## src/rtl/div_seq.sv

```systemverilog
// div_seq: sequencer between CPU control and the 32-bit restoring divider.
// Optional build macro DIV_SEQ_SMALL_BYPASS_EN: skip the divider when |rs| < |rt|.
module div_seq #(
  parameter int unsigned LATENCY = 34
) (
  input  logic        clk,
  input  logic        rst,
  input  logic        start,
  input  logic        is_signed,
  input  logic [31:0] rs,
  input  logic [31:0] rt,
  input  logic        abort,
  input  logic        hi_we,
  input  logic        lo_we,
  input  logic [31:0] wdata,
  output logic [31:0] div_a,
  output logic [31:0] div_b,
  output logic        div_init,
  output logic        div_stop,
  input  logic [31:0] div_hi,
  input  logic [31:0] div_lo,
  output logic [31:0] hi_out,
  output logic [31:0] lo_out,
  output logic        busy,
  output logic        done,
  output logic        div0_exc
);

  localparam int unsigned CntW = (LATENCY > 1) ? $clog2(LATENCY) : 1;

  typedef enum logic [2:0] {
    StIdle, StLaunch, StWait, StFix, StDone, StZero
  } state_e;

  state_e          state_q;
  logic [CntW-1:0] cnt_q;
  logic            sign_quo_q;
  logic            sign_rem_q;

  logic            neg_a;
  logic            neg_b;
  logic [31:0]     ma;
  logic [31:0]     mb;

  assign neg_a = is_signed & rs[31];
  assign neg_b = is_signed & rt[31];
  // Two's-complement negate; -0x80000000 stays 0x80000000 as an unsigned magnitude.
  assign ma    = neg_a ? (32'd0 - rs) : rs;
  assign mb    = neg_b ? (32'd0 - rt) : rt;

`ifdef DIV_SEQ_SMALL_BYPASS_EN
  logic        bypass_q;
  logic [31:0] rs_q;
  logic        small;
  assign small = (ma < mb);
`endif

  always_ff @(posedge clk or posedge rst) begin
    if (rst) begin
      state_q    <= StIdle;
      cnt_q      <= '0;
      sign_quo_q <= 1'b0;
      sign_rem_q <= 1'b0;
      div_a      <= '0;
      div_b      <= '0;
      div_init   <= 1'b0;
      div_stop   <= 1'b0;
      hi_out     <= '0;
      lo_out     <= '0;
      busy       <= 1'b0;
      done       <= 1'b0;
      div0_exc   <= 1'b0;
`ifdef DIV_SEQ_SMALL_BYPASS_EN
      bypass_q   <= 1'b0;
      rs_q       <= '0;
`endif
    end else begin
      div_init <= 1'b0;
      div_stop <= 1'b0;
      done     <= 1'b0;
      div0_exc <= 1'b0;
      // Abort wins over everything, including the FIX capture.
      if (state_q != StIdle && abort) begin
        state_q  <= StIdle;
        div_stop <= 1'b1;
        busy     <= 1'b0;
      end else begin
        unique case (state_q)
          StIdle: begin
            if (start) begin
              sign_quo_q <= is_signed & (rs[31] ^ rt[31]);
              sign_rem_q <= neg_a;
              div_a      <= ma;
              div_b      <= mb;
              busy       <= 1'b1;
`ifdef DIV_SEQ_SMALL_BYPASS_EN
              rs_q       <= rs;
`endif
              if (rt == 32'd0) begin
                state_q  <= StZero;
                done     <= 1'b1;
                div0_exc <= 1'b1;
              end else begin
`ifdef DIV_SEQ_SMALL_BYPASS_EN
                bypass_q <= small;
                state_q  <= small ? StFix : StLaunch;
                div_init <= ~small;
`else
                state_q  <= StLaunch;
                div_init <= 1'b1;
`endif
              end
            end else begin
              if (hi_we) hi_out <= wdata;
              if (lo_we) lo_out <= wdata;
            end
          end
          StLaunch: begin
            cnt_q   <= CntW'(LATENCY - 1);
            state_q <= StWait;
          end
          StWait: begin
            if (cnt_q == '0) begin
              state_q <= StFix;
            end else begin
              cnt_q <= cnt_q - CntW'(1);
            end
          end
          StFix: begin
`ifdef DIV_SEQ_SMALL_BYPASS_EN
            if (bypass_q) begin
              lo_out <= '0;
              hi_out <= rs_q;
            end else begin
              lo_out <= sign_quo_q ? (32'd0 - div_lo) : div_lo;
              hi_out <= sign_rem_q ? (32'd0 - div_hi) : div_hi;
            end
`else
            lo_out <= sign_quo_q ? (32'd0 - div_lo) : div_lo;
            hi_out <= sign_rem_q ? (32'd0 - div_hi) : div_hi;
`endif
            state_q <= StDone;
            done    <= 1'b1;
          end
          StDone, StZero: begin
            state_q <= StIdle;
            busy    <= 1'b0;
          end
          default: begin
            state_q <= StIdle;
            busy    <= 1'b0;
          end
        endcase
      end
    end
  end

endmodule

```

## config.mk

```make
export PLATFORM = sky130hd
export DESIGN_NAME = div_seq
export DESIGN_NICKNAME = d
export VERILOG_FILES = /design/src/rtl/div_seq.sv
export SDC_FILE = /design/constraint.sdc
export NUM_CORES = 1
export LEC_CHECK = 0
export CORE_AREA = 4 4 139 141
export DETAILED_ROUTE_END_ITERATION = 10
export DIE_AREA = 0 0 143 145
export PLACE_DENSITY = 0.85
export SLEW_MARGIN = 30
export SYNTH_ARGS = -nofsm -noshare
export SYNTH_HDL_FRONTEND = slang
export SYNTH_SLANG_ARGS = --single-unit
```

## constraint.sdc

```tcl
create_clock -name clk -period 10.35 [get_ports clk]
set_input_delay 2.07 -clock clk [delete_from_list [all_inputs] [get_ports clk]]
set_output_delay 2.07 -clock clk [all_outputs]
set_load 0.03 [all_outputs]
```

* Word-level counts from Yosys, hierarchy flattened
Index checks and enable logic that the tools add are counted.
Storage, ports and cells: register bits 144, output and inout bits 133, input port bits 167, logic and storage cells 78
Operators by class: bitwise gates (word level) 5, equal/unequal tests 10, mux-type cells 31, reductions and logical operators 14, add/subtract/negate cells 5
Operators with widths (count):
- $mux W32 | 8
- $pmux W32 S2 | 2
- $sub A1 B32 Y32 const A | 4
- $logic_not A32 Y1 | 1
- $mux W1 | 12
- $mux W3 | 4
- $pmux W3 S4 | 1
- $pmux W6 S2 | 1
- $ne A2 B2 Y1 const B | 4
- $reduce_and A4 Y1 | 2
- $eq A3 B2 Y1 const B | 2
- $logic_not A6 Y1 | 1
- $mux W6 | 1
- $ne A3 B3 Y1 const B | 2
- $reduce_and A3 Y1 | 2
- $sub A6 B1 Y6 const B | 1
- $pmux W1 S2 | 2
- $reduce_and A2 Y1 | 2
- $reduce_bool A2 Y1 | 2
- $and A1 B1 Y1 | 3
- $eq A3 B1 Y1 const B | 1
- $logic_not A3 Y1 | 1
- $reduce_bool A3 Y1 | 1
- $reduce_or A3 Y1 | 1
- 4 further kinds | 4

* Logic depth before layout (Yosys ltp)
Gate-level depths: netlist (run 1).
word-level depth 5, mapped depth 8, mapped depth without buffers 7

* Least setup slack after synthesis (run 1)
OpenSTA, ideal clock, no wires.
path kind input to register, from input rs[0], to register div_a[28], path buffers 1, data required time 10.223 ns, arrival 4.044 ns, cell stages on the path 8, path slack 6.179 ns, library setup time 0.127 ns, cells stage by stage inv_1 ha_1 or3b_2 or4_1 clkbuf_1 nor4b_1 mux2i_1 nand3_1
Between the ends: longest elaborated chain between the ends 2
RTL lines:
- start, declared | RTL line 10 | input logic [31:0] rs,
- $sub A1 B32 Y32 | RTL line 48 | assign ma = neg_a ? (32'd0 - rs) : rs;
- $mux W32 | RTL line 48
- end signal, assigned | RTL line 93 | div_a <= ma;
- end, declared | RTL line 16 | output logic [31:0] div_a,
No other way between the ends. A chain may end at the register's enable or synchronous reset.

* Worst setup path after layout (run 1)
from input div_lo[0], to register lo_out[26]
Between the ends: longest elaborated chain between the ends 3
RTL lines:
- start, declared | RTL line 21 | input logic [31:0] div_lo,
- $sub A1 B32 Y32 | RTL line 139 | lo_out <= sign_quo_q ? (32'd0 - div_lo) : div_lo;
- $mux W32 | RTL line 139
- $pmux W32 S2 | RTL line 88 | unique case (state_q)
- end signal, assigned | RTL line 115 | if (lo_we) lo_out <= wdata;
- end signal, assigned | RTL line 139
- end, declared | RTL line 23 | output logic [31:0] lo_out,
No other way between the ends.

==> results of run 1 <==
worst reg2reg max path: stages, from the launching register on:
cell,delay (ps)
dfrtp_1,520
nor3_2,680
and2_1,680
nand4_1,350
a21oi_1,230
per-layer routing:
layer  share of wire, %  vias up  global-route usage, %
met5              0.049        -                      0
met4                2.6        2                  9.268
met3                 11       51                  9.312
met2                 48      476                  48.80
met1                 38     4237                  35.46
li1                   -     4261                      -
where the power goes:
group	total (mW)	switching (mW)	leakage (nW)	internal, mW
clock network	0.580	0.240	0.253	0.340
logic	1.82	1.08	2.87	0.740
registers	1.03	0.203	1.76	0.824
how the worst min path moves through the flow:
stage | endpoint | slack, ps | cells past startpoint
3_3_place_gp | hi_out[6]$_DFFE_PP0P_ | 460 | 2
5_1_grt | div_a[23]$_DFFE_PP0P_ | 500 | 2
3_5_place_dp | lo_out[13]$_DFFE_PP0P_ | 470 | 2
6_report | div_b[8]$_DFFE_PP0P_ | 470 | 2
4_1_cts | lo_out[13]$_DFFE_PP0P_ | 480 | 2
2_1_floorplan | cnt_q[0]$_DFFE_PP0P_ | 470 | 1
kinds of logic (layout without fill, tap and decap cells):
family	count (synthesis)	count (layout)
simple gates	408	408
buf+inv	89	356
mux	8	8
compound gates	276	276
fa+ha+maj	6	6
flops	144	144
xor+xnor	108	108
synthesized netlist by cell type, types with 8 or more instances:
cell | count | area, sq um
nand2_1 | 146 | 548.0
dfrtp_1 | 144 | 3603
o21ai_0 | 109 | 545.5
nor2_1 | 87 | 326.6
xor2_1 | 61 | 534.3
clkbuf_1 | 58 | 217.7
o31ai_1 | 52 | 390.4
xnor2_1 | 47 | 411.6
a21oi_1 | 37 | 185.2
nor3_1 | 28 | 140.1
or3_1 | 28 | 175.2
o41ai_1 | 21 | 183.9
inv_1 | 20 | 75.07
nor4_1 | 20 | 125.1
or4_1 | 20 | 150.1
a31oi_1 | 18 | 112.6
nand3_1 | 12 | 60.06
and3_1 | 11 | 68.82
o221ai_1 | 9 | 78.83
buf_1 | 8 | 30.03
nand2b_1 | 8 | 50.05
registers in the layout, summed over array words and instances (netlist names):
name,flops
div_b,32
div_stop,1
done,1
busy,1
div0_exc,1
cnt_q,6
sign_quo_q,1
sign_rem_q,1
div_a,32
hi_out,32
div_init,1
state_q,3
lo_out,32
cells in the final DEF (no fill, tap or decap), drive strengths merged, types with 3 or more instances in the layout:
cell,netlist,routed
and3,11,11
o221ai,9,9
and2,5,5
o31ai,52,52
o21ai,111,111
a21oi,37,37
mux2i,7,7
nor4,21,21
or3b,3,3
dfrtp,144,144
or3,28,28
nand3,12,12
nor2,87,87
nand4b,3,3
nor3,28,28
nor2b,4,4
clkbuf,58,21
o211ai,4,4
nand4,7,7
a211oi,4,4
inv,20,21
xor2,61,61
nor4b,6,6
or2,6,6
clkinvlp,0,5
or4,22,22
nand2,146,146
a31oi,18,18
buf,11,7
o41ai,25,25
xnor2,47,47
ha,6,6
nand3b,3,3
clkdlybuf4s50,0,299
nand2b,8,8
stage by stage:
stage / setup slack [ps] / utilization (%) / area (sq um) / power [mW]
finish: 5945 / 69.75 / 12530 / 3.422
global route: 5780 / 69.75 / 12530 / 3.639
detailed placement: 5518 / 66.65 / 11970 / 2.843
floorplan: 4414 / - / 8848 / 2.048
CTS: 5952 / 69.69 / 12520 / 3.437
global placement: 5584 / 66.46 / 11940 / 2.801
cell type report:
cell class / count / area [sq um]
clock inverters: 9 / 86.33
multi-input cells: 806 / 4945
well taps: 229 / 286.5
clock buffers: 21 / 460.4
inverters: 20 / 80.08
repair buffers: 306 / 3065
flip-flops and latches: 144 / 3606
fillers: 1458 / 5434
==> results.txt, run 1 <==
For the wire length reported by the detailed router, the log shows 30.51 mm. The total of warnings raised by yosys was 0. The worst hold path begins at div_b[8]$_DFFE_PP0P_. Counting tap cells, the placed design contains a total of 1505 instances.

Number of enable flip-flop cells after synthesis: 0. The run gives 1535 as the non-filler instance count after layout. Synthesis produced a netlist whose cell count is 1039. Summing the areas of all xor and xnor instances in the mapped netlist gives 10.69% of the synthesized area.

STA classifies the critical path endpoint as a flip-flop. Hold timing on the final database bottoms out at a slack of 474.7 ps. CTS saw 144 sinks.

The classification of the worst setup path was input port to flip-flop. Count of distinct cell types in the synthesized netlist: 59. The number of hold-slack violations in the final timing report was 0; the count of final setup violators was 0.

The detailed-route vias per instance works out to 5.881. STA classifies the critical path startpoint as an input port. Setup repair after global routing left no endpoint under its margin. Counting cells, the worst reg-to-reg path comes to 4. In this run the remaining antenna-violating nets after routing total 0.

At the end of routability-driven placement, the weighted congestion stood at 0.8991. The final clock period utilization by the worst path is 42.56%. The initial antenna violation count came out at 1.

The area of the mapped netlist was 8848 sq um. Counting buffers and inverters, the worst setup path is 8 cells deep. The capture instance of the worst register-to-register path is done$_DFF_PP0_. Row generation in the floorplan step produced 49 rows. The total of flip-flops plus latches after synthesis is 144, and the max-slew violation count is 0. In this design, the stage delay of the slowest critical-path cell is 580 ps.

The adder and majority gate portion of the synthesized area works out to 0.8484%. Boundary pin count: 300. Cell family with the largest share of critical-path delay: simple AND/OR/NAND/NOR gates. Cells with a size suffix above 1 make up 4.824% of the layout. The number of nets produced by synthesis came out at 1212. A synthesized cell averages 8.516 sq um.

The multiplexer share of the synthesized area is 0.9191%. The post-detailed-route wirelength per cell is 19.88 microns. For this run, the post-layout net count is 1468. Clock-pin slew was measured on the worst setup and hold paths at 60 ps.

The buffer and inverter count on the worst path is 2. The count of buffers added on input and output ports is 299. The worst register-to-register path has a setup slack of 7810 ps. The analysis attributes to cell leakage a power of 4.888 nW. IR analysis of the VDD net gives a maximum drop of 180.3 uV. The complex-gate fraction of the synthesized area is 20.09%. In this run the worst path has a maximum fanout of 5. TritonCTS built the clock tree.

The total area inside the core boundary comes to 17960 sq um. In this run the worst hold path is classified as flip-flop to flip-flop. The cell with the largest stage delay on the worst path was or4b_4. Capturing element of the worst setup path: lo_out[26]$_DFFE_PP0P_.

For the required time of the worst setup path, the log shows 10610 ps. The sequential cell area fraction in the yosys report is 40.72%. 0 antenna diodes ended up in the layout. Slew of the pin with the lowest slew margin: 962.2 ps.

For the critical path data arrival time, the log shows 4660 ps. Launch instance of the worst register-to-register path: state_q[0]$_DFFE_PP0P_. The first global-routing pass estimated 48.43 mm of wire. The via count of the first global-routing pass was 9018; the clock period minus final worst setup slack was 4405 ps.

The detailed router finished its first iteration with 589 violations. For the final database, setup skew stands at 10.38 ps. The power density normalized to cell area is 273.1 nW/um^2. The clock tree synthesis step divided the H-tree into 4 levels.

From synthesis to final layout, the design area changed by 41.60%. The post-cts gate resize count was 0; the total global-route track usage was 29.09%. The later pin in the worst-skew pair is clocked with a latency of 420 ps. The total congestion overflow after global routing is 0, and the number of post-CTS setup repair buffers is 0.

The number of design rule violations left after detail routing was 0; the HPWL reported at the end of detailed placement was 22.96 mm. Total CTS buffers: 17. After synthesis, the largest family of logic cells by area is simple AND/OR/NAND/NOR gates.

The chip width works out to 143 microns. The initial utilization of the core area, before any placement, comes to 49.26%. The floorplan step set the die height to 145 microns. After synthesis, the share of flip-flops with an asynchronous set or reset is 100.0%. In this run the clock root is driven by a clkbuf_16. In this run the worst setup path begins at div_lo[0]. For the maximum clock frequency, the log shows 227.0 MHz.

For the number of detailed-routing iterations run before antenna repair, the log shows 7. The longest clock path from root to sink contains 2 buffers. The worst max-slew margin expressed relative to the limit was 35.26%.

The run finished with clean final reports. After Yosys synthesis, and, or, nand and nor cells account for 22.84% of the synthesized area. The floorplan step defined a die boundary enclosing 20740 sq um. Across the run, the number of max-cap violations was 0. Entering global routing, the biggest net connects 117 pins. The most instantiated flip-flop cell in the synthesis netlist was dfrtp_1. Hold repair after CTS inserted 0 buffers. Final total negative setup slack: 0 ps. Traced cell by cell, the critical path runs through clkdlybuf4s50_1 > inv_1 > ha_1 > or3b_2 > or4b_4 > o41ai_2 > xor2_1 > o221ai_1.

Detailed-route via count: 9027.
No activity file was read; power rests on OpenSTA's default activity.
==> inputs of run 2 (changes only) <==
Settings changed: CORE_AREA 4 4 139 141 to 4 4 151 153, DIE_AREA 0 0 143 145 to 0 0 155 157, PLACE_DENSITY 0.85 to 0.76.
Clock period 10.35 ns to 3.6 ns, I/O delays scaled along.
==> run 2 against run 1 <==
Wire length up 3.6%. First-iteration DRC count down 9.7%. Highest routed layer is now met4. Critical path depth unchanged. Sequential share of layout area down 0.46 points. Clock-buffer cell count down 1. Die area up 17%. Clock skew up 1.3 ps. Via count down 0.43%. Clock power rose to 3.0 times the previous value.
==> results.txt, run 2 (same netlist as run 1, synthesis figures left out) <==
The count of final setup violators is 0 (unchanged), and the maximum clock frequency is 324.7 MHz. The register clock-pin slew on the reported worst setup and hold paths came out at 70 ps (about the same). The run gives 24340 sq um (+17%) as the die area. The global routing usage on met3 was 8.441% (-0.87 points). The tools report the maximum VDD drop as 493.5 uV (+170%).

The area growth from synthesis to layout is 43.79%. The max-slew violation count was 0 (unchanged); the cell depth of the worst min-delay path was 2 (unchanged). Cell with the largest stage delay on the worst path: or4_1. For the total CTS buffers, the log shows 17 (unchanged). The count of port buffers added during placement is 299 (unchanged).

TritonCTS built the clock tree. The top fanout value on the critical path is 9 (+4). Traced cell by cell, the critical path runs through clkdlybuf4s50_1 > inv_1 > ha_1 > or3b_2 > or4_1 > nor4b_1 > mux2i_1 > nand3_1. Total chip power: 9.996 mW (+190%). STA classifies the critical path endpoint as a flip-flop. Of the available clock period, the critical path in the final layout requires 85.56%. STA classifies the critical path startpoint as an input port.

For the number of diodes added for antenna fixing, the log shows 0 (unchanged). Slew of the pin with the lowest slew margin: 929.6 ps (-32.55 ps). The routability congestion estimate is 0.9585 (+6.6%). The classification of the worst setup path is input port to flip-flop. The summed area of non-filler cells in the final layout came out at 12720 sq um (+1.5%). The standard cell area after detailed placement was 12140 sq um (+1.4%); the detailed-route via count was 8988 (-0.43%).

For the critical path data arrival time, the log shows 3380 ps (-1280 ps). The library cell used most frequently in the layout, excluding fill and tap cells, is clkdlybuf4s50_1. The tools report the CTS H-tree depth as 4 (unchanged). The wire length reported by the detailed router was 31.61 mm (+3.6%). The tools report the HPWL reported at the end of detailed placement as 24.16 mm (+5.3%).

Setup repair after global routing left no endpoint under its margin. The logs give 300 (unchanged) for the boundary pin count and 0 (unchanged) for the total congestion overflow after global routing. The via count of the first global-routing pass was 9058 (+0.44%); the total global-route track usage was 25.47% (-3.6 points).

The met2 layer usage reported by global route was 43.53% (-5.3 points). For the global-route wire length before repair, the log shows 48.67 mm (+0.50%). Non-filler instance count after layout: 1600 (+4.2%). The run gives 0 (unchanged) as the total of hold buffers inserted after clock tree synthesis. The height of the die came out at 157 microns (+8.3%).

The logs give 87 (-26%) for the largest net degree at the start of global routing and 0 (unchanged) for the number of design rule violations left after detail routing. Worst min-delay path class: flip-flop to flip-flop. Detailed-route vias per instance: 5.618 (-4.5%). The start point of the worst min-delay path was lo_out[4]$_DFFE_PP0P_.

The required time of the worst setup path is 3900 ps (-6710 ps). Clock tree synthesis selected as its root buffer the cell clkbuf_16. The setup clock skew after layout came out at 11.68 ps (+1.300 ps).

The global routing stage identified its most utilized layer as met2. The logs give 1020 ps (-6790 ps) for the register-to-register path setup slack and 29.56% (-5.9 points) for the met1 usage in global routing. The power density normalized to cell area is 785.6 nW/um^2 (+190%). The run gives 1480 (+0.82%) as the number of nets in the final layout.

The tools report the launch instance of the worst register-to-register path as state_q[1]$_DFFE_PP0P_. Number of post-CTS setup repair buffers: 0 (unchanged). The post-placement cell count is 1568 (+4.2%).

The run gives 0 (unchanged) as the residual antenna-violating net count after detailed routing. The area of the core region is 21550 sq um (+20%), and the post-detailed-route wirelength per cell is 19.76 microns (-0.61%). The max capacitance violation total is 0 (unchanged), and the buffer and inverter count on the worst path is 2 (unchanged). The tools report the worst max-slew margin expressed relative to the limit as 37.84% (+2.6 points). The clock tree buffer depth is 2 (unchanged). The cell family with the largest share of critical-path delay is simple AND/OR/NAND/NOR gates. For the post-cts gate resize count, the log shows 0 (unchanged). The number of hold-slack violations in the final timing report came out at 0 (unchanged). The logs give 41.05% (-8.2 points) for the effective utilization at floorplan and 144 (unchanged) for the clock sink count. The number of detailed-routing iterations run before antenna repair came out at 5 (-2). The run finished with clean final reports. The logs give 430 ps (about the same) for the clock latency on the worst-skew pair and 532 (-9.7%) for the violation count after the first detailed-route iteration. The maximum single-stage delay on the critical path was 690 ps (+110 ps); the static leakage was 4.971 nW (+1.7%).

The clock period minus final worst setup slack was 3080 ps; the row count was 54 (+10%). The initial antenna violation count was 0 (-1); the final core utilization was 59.03% (-11 points). In the layout the commonest cells are clkdlybuf4s50_1 (299), nand2_1 (145), dfrtp_1 (144). The tools report the capture instance of the worst register-to-register path as lo_out[0]$_DFFE_PP0P_.

The final total negative setup slack is 0 ps (unchanged). The path with the worst hold slack has its endpoint at lo_out[4]$_DFFE_PP0P_. The path depth of the worst reg2reg path was 5 (+1); the share of final-layout standard cells stronger than drive strength 1 was 5.682% (+0.86 points). The chip width works out to 155 microns (+8.4%).
[run 2: cell count changes in the layout (fill, tap and decap cells not counted), sizes merged]
cell      change
clkbuf        -1
buf          +12
clkinvlp      -1
inv           +3
clkinv        +1
[run 2: final cells by class]
cell class              instances  area [sq um]
repair buffers                318          3186
clock inverters                12         122.6
flip-flops and latches        144          3603
inverters                      20         78.83
well taps                     280         350.3
multi-input cells             806          4926
fillers                      1894          8830
clock buffers                  20         456.7
[run 2: worst max path at each step]
stage	from	cells after the start	slack (ps)	to
after floorplan	rs[0]	8	780	div_a[28]$_DFFE_PP0P_
after global placement	rs[1]	8	150	div_a[28]$_DFFE_PP0P_
after detailed placement	rs[0]	8	110	div_a[28]$_DFFE_PP0P_
after CTS	rs[0]	8	550	div_a[28]$_DFFE_PP0P_
after global routing	rs[0]	8	340	div_a[26]$_DFFE_PP0P_
final	rs[1]	8	520	div_a[28]$_DFFE_PP0P_
[run 2: stage by stage]
stage	hold WS (ps)	worst slack, ps
5_1_grt	500.9	342.6
2_1_floorplan	472.7	778.7
3_3_place_gp	458.0	152.2
4_1_cts	480.5	552.1
6_report	476.1	519.8
3_5_place_dp	465.5	106.4
[run 2: where the power goes]
part	internal [mW]	switching (mW)	total (mW)
logic	2.17	3.19	5.35
clock network	1.00	0.758	1.76
registers	2.37	0.516	2.88
[run 2: layer usage]
| metal | share of wire, % | vias up |
|---|---|---|
| met5 | 0 | - |
| met4 | 3.5 | 0 |
| met3 | 10 | 49 |
| met2 | 48 | 400 |
| met1 | 38 | 4262 |
| li1 | - | 4277 |
[run 2: tightest hold or removal path: cells and delay by family, from the launching register on]
kind | cells | cell delay [ps]
compound gates | 1 | 50
flops | 1 | 340
simple gates | 1 | 50
==> inputs of run 3 (changes only) <==
Settings changed: SETUP_SLACK_MARGIN set to 0.3, SKIP_LAST_GASP set to 1.
==> results of run 3 <==
Final layout, timing and power as in run 2 (identical DEF).
==> variant 1, RTL diff (flow settings as in run 2) <==
Reset style: synchronous (`rst`), changed in one clocked block.
--- a/src/rtl/div_seq.sv
+++ b/src/rtl/div_seq.sv
@@ -55,7 +55,7 @@
   assign small = (ma < mb);
 `endif
 
-  always_ff @(posedge clk or posedge rst) begin
+  always_ff @(posedge clk) begin
     if (rst) begin
       state_q    <= StIdle;
       cnt_q      <= '0;
Behaviour: differs if rst is asserted again (counterexample within 4 cycles, from zero or initial values and one cycle with rst high); with rst held inactive, the same outputs for 4 cycles.
==> variant 1 against run 2 <==
- worst setup slack gained 0.081 ns
- clock skew grew 0.0022 ns
- register-to-register slack gained 0.24 ns
- global-route usage is essentially flat
- final area shrank 1.1%
- area after synthesis shrank 2.2%
- sequential cell count is the same
- routed wire length grew 2.5%
- via count grew 6.8%
Power is not compared: it rests on default switching activity, and its combinational part moved more than twofold at a synthesized area within 25%.
==> variant 1: results (changes against run 2) <==
- Status: completed (unchanged)
- Vias in the first global route: 9074 (was 9058)
- Layout cells sized above 1: 6.93% (was 5.68%)
- Detailed-route via count: 9601 (was 8988)
- Ys async rst share: 0% (was 100%)
- Gr usage total: 25.4% (was 25.5%)
- Netlist cell types: 64 (was 59)
- Root Driver: clkbuf_16 (unchanged)
- Final Wtd Congestion: 0.950 (was 0.959)
- Detailed placement HPWL: 24.3 mm (was 24.2 mm)
- Worst skew pair latency: 0.42 ns
- CP max stage delay: 0.54 ns (was 0.69 ns)
- Number of fillers in the final layout: 1971 (was 1894)
- Number of antenna violations at the first check in global routing: 1 (was 0)
- Synth Area in Compound Gates: 27.1% (was 20.1%)
- Hold Path Sink: lo_out[8] (was lo_out[4])
- Clock slew at reported path FFs: 0.07 ns (about the same)
- Clk buf depth: 2 (unchanged)
- CTS Buf Count: 17 (unchanged)
- Synth Area in Adders: 0.868% (was 0.848%)
- Nets: 1545 (was 1480)
- Crit path max fanout: 7 (was 9)
- Min-delay src: lo_out[8] (was lo_out[4])
- Synth Flop Type: dfxtp_1 (was dfrtp_1)
- Seq/Total Area, Yosys: 33.3% (was 40.7%)
- Commonest cells in the netlist: dfxtp_1 (144), nor2_1 (118), a21oi_1 (95), nand2_1 (82), clkbuf_1 (81) (was nand2_1 (146), dfrtp_1 (144), o21ai_0 (109), nor2_1 (87), xor2_1 (61))
- Detailed Route WL: 32.4 mm (was 31.6 mm)
- R2r worst-path depth: 5 (unchanged)
- Mux contribution to synthesized area: 1.17% (was 0.919%)
- Postcts setup bufs: 0 (unchanged)
- Starting DRT DRC Count: 765 (was 532)
- P_leak: 0.00431 µW
- Worst hold slack: 0.454 ns (was 0.476 ns)
- Ranking of synthesized cells by area: dfxtp_1 (33%), xor2_1 (6.2%), a21oi_1 (5.5%) (was dfrtp_1 (41%), nand2_1 (6.2%), o21ai_0 (6.2%))
- Max VDD drop: 0.000278 V
- First-pass GRT wire length: 49.5 mm (was 48.7 mm)
- Arrival time worst endpoint: 3.29 ns (was 3.38 ns)
- Largest net degree at the start of global routing: 124 (was 87)
- Slowest stage cell, crit path: or3b_2 (was or4_1)
- Reg2reg setup slack: 1.26 ns (was 1.02 ns)
- Actual slew at the worst max-slew pin: 0.840 ns (was 0.930 ns)
- Worst r2r dst: hi_out[31] (was lo_out[0])
- Clock skew: 0.0139 ns (was 0.0117 ns)
- XOR/XNOR Fraction of Synth Area: 9.31% (was 10.7%)
- Reg-to-Reg Start: state_q[0] (was state_q[1])
- Post-cts resize count: 0 (unchanged)
- Syn nets: 1283 (was 1212)
## variant 1: changes by cell type after synthesis, sizes merged, moves of 23 or more
cell / delta
dfxtp: +144
nand2: -64
a21oi: +58
dfrtp: -144
o21ai: -55
nor2: +31
a211oi: +39
clkbuf: +23
## variant 1: through the flow
step                      power [µW]  setup WS, ns  instance area, µm²  instances  utilization, %
after floorplan                 2430         0.723                8650       1110               -
after global placement          3020         0.248               12000       1633            55.6
after detailed placement        3030         0.191               12000       1633            55.6
after CTS                       4850         0.620               12600       1665            58.4
after global routing            5010         0.484               12600       1665            58.4
final                           4820         0.601               12600       1665            58.4
## variant 1: area by class of cell
| type | instances | area share (%) |
|---|---|---|
| inverters | 22 | 0.656 |
| multi-input cells | 852 | 42.7 |
| well taps | 280 | 2.78 |
| flip-flops and latches | 144 | 22.9 |
| clock inverters | 13 | 1.20 |
| clock buffers | 19 | 3.52 |
| repair buffers | 335 | 26.2 |
## variant 1: per-layer routing
metal	wire length [µm]	track usage [%]	up-vias
li1	-	-	4656
met1	12600	29.9	4446
met2	15500	44.1	447
met3	3550	8.52	50
met4	783	7.65	2
met5	10	0	-
## variant 1: where the power goes
| group | total [µW] | internal (µW) | switching (µW) |
|---|---|---|---|
| clock | 1810 | 1050 | 758 |
| combinational | 1220 | 539 | 682 |
| sequential | 1780 | 1710 | 74.4 |
| total | 4820 | 3300 | 1520 |
## variant 1: worst max-delay path by stage
stage	startpoint	to	slack, ns
after global placement	div_hi[1]	hi_out[31]	0.25
after detailed placement	div_hi[1]	hi_out[31]	0.19
final	div_lo[0]	lo_out[28]	0.60
after CTS	div_hi[1]	hi_out[31]	0.62
after floorplan	div_hi[1]	hi_out[31]	0.72
after global routing	div_lo[0]	lo_out[28]	0.48
## variant 1: kinds of logic after synthesis
| family | count (synthesis) |
|---|---|
| and+or+nand+nor | 393 |
| AOI/OAI and AO/OA | 351 |
| DFF | 144 |
| buffers and inverters | 114 |
| xor gates and xnor gates | 92 |
| muxes | 10 |
| adders and majority gates | 6 |
## variant 1: critical path, delay by kind of cell
family	cells	cell delay, ns
AND/OR/NAND/NOR	3	1.39
buffers and inverters	2	0.56
AO/OA/AOI/OAI	2	0.46
adder cells (fa/ha/maj)	1	0.16
==> variant 2, RTL diff (flow settings as in run 2) <==
Without the edit above. Set the parameter `LATENCY` to 17 (it was 34).
--- a/src/rtl/div_seq.sv
+++ b/src/rtl/div_seq.sv
@@ -1,7 +1,7 @@
 // div_seq: sequencer between CPU control and the 32-bit restoring divider.
 // Optional build macro DIV_SEQ_SMALL_BYPASS_EN: skip the divider when |rs| < |rt|.
 module div_seq #(
-  parameter int unsigned LATENCY = 34
+  parameter int unsigned LATENCY = 17
 ) (
   input  logic        clk,
   input  logic        rst,
Check against the original RTL: no difference found for any inputs over 4 cycles, from zero or initial values and one cycle with rst high; that may be too few to reach the edited logic, so the function may still have changed.
==> variant 2 against run 2 <==
- total power rose by 3.2%
- synthesized cell count fell by 4.7%
- final area fell by 1.2%
- area after synthesis fell by 2.5%
- routed wire length fell by 0.96%
- cell count fell by 2.7%
- sequential cell count fell by 1
- worst setup slack improved by 0.34 ns
- critical path depth did not move
- critical path type unchanged
- critical endpoint is now div_a[26]
==> variant 2: results (changes against run 2) <==
- Status: completed (unchanged)
- Worst r2r dst: hi_out[27] (was lo_out[0])
- Crit path max fanout: 6 (was 9)
- Largest net degree at the start of global routing: 72 (was 87)
- Worst hold slack: 0.475 ns (was 0.476 ns)
- Reg-to-Reg Start: sign_rem_q (was state_q[1])
- Detailed placement HPWL: 24.0 mm (was 24.2 mm)
- Hold Path Sink: div_b[23] (was lo_out[4])
- M3 GR Usage: 8.55% (was 8.44%)
- Clock buffers: 21 (was 20)
- Reg2reg setup slack: 1.16 ns (was 1.02 ns)
- Layout cells sized above 1: 5.96% (was 5.68%)
- Pre-CTS setup slack: 0.439 ns (was 0.106 ns)
- P_leak: 0.00494 µW (was 0.00497 µW)
- Wl on met1: 12.4 mm (was 12.1 mm)
- Wire length on met3: 3.15 mm (was 3.25 mm)
- Non-CTS buffers: 317 (was 318)
- Number of fillers in the final layout: 1910 (was 1894)
- Detailed-route via count: 8676 (was 8988)
- Min-delay src: div_b[23] (was lo_out[4])
- First-pass GRT wire length: 48.6 mm (was 48.7 mm)
- Syn nets: 1163 (was 1212)
- Synthesized instance count: 990 (was 1039)
- Arrival time worst endpoint: 3.06 ns (was 3.38 ns)
- Max transition margin: 42.8% (was 37.8%)
- Inst Count DP: 1526 (was 1568)
- Clock skew: 0.0110 ns (was 0.0117 ns)
- Met1 Usage GRT: 30.2% (was 29.6%)
- Multi-input gate share of the layout cell area: 37.6% (was 38.7%)
- WL met2: 14.8 mm (was 15.2 mm)
- Met2 usage: 42.9% (was 43.5%)
- Seq/Total Area, Yosys: 41.5% (was 40.7%)
- Area post-placement: 11900 µm² (was 12100 µm²)
[variant 2: cell count changes in the layout (fill, tap and decap cells not counted), sizes merged, moves of 5 or more]
cell | before | now
and3 | 11 | 5
a21o | 1 | 6
a21oi | 37 | 27
xnor2 | 47 | 40
xor2 | 61 | 73
or3 | 28 | 12
nor3 | 28 | 23
or4 | 22 | 17
o21ai | 111 | 124
inv | 24 | 18
[variant 2: report_power, final]
group / switching, µW / internal, µW
registers: 566 / 2350
logic: 3210 / 2190
clock network: 718 / 1280
[variant 2: kinds of logic (layout without fill, tap and decap cells)]
family	count (synthesis)	count (layout)	synth area share [%]
AO/OA/AOI/OAI	286	286	21.3
flip-flops	143	143	41.5
buffers and inverters	81	367	3.74
multiplexers	4	4	0.464
XOR/XNOR	113	113	11.5
other	0	1	0
AND/OR/NAND/NOR	357	357	20.7
adder cells (fa/ha/maj)	6	6	0.870
[variant 2: tightest hold or removal path, stage by stage, from the launching register on]
cell	delay, ns
dfrtp_1	0.34
nand2_1	0.04
o21ai_0	0.06
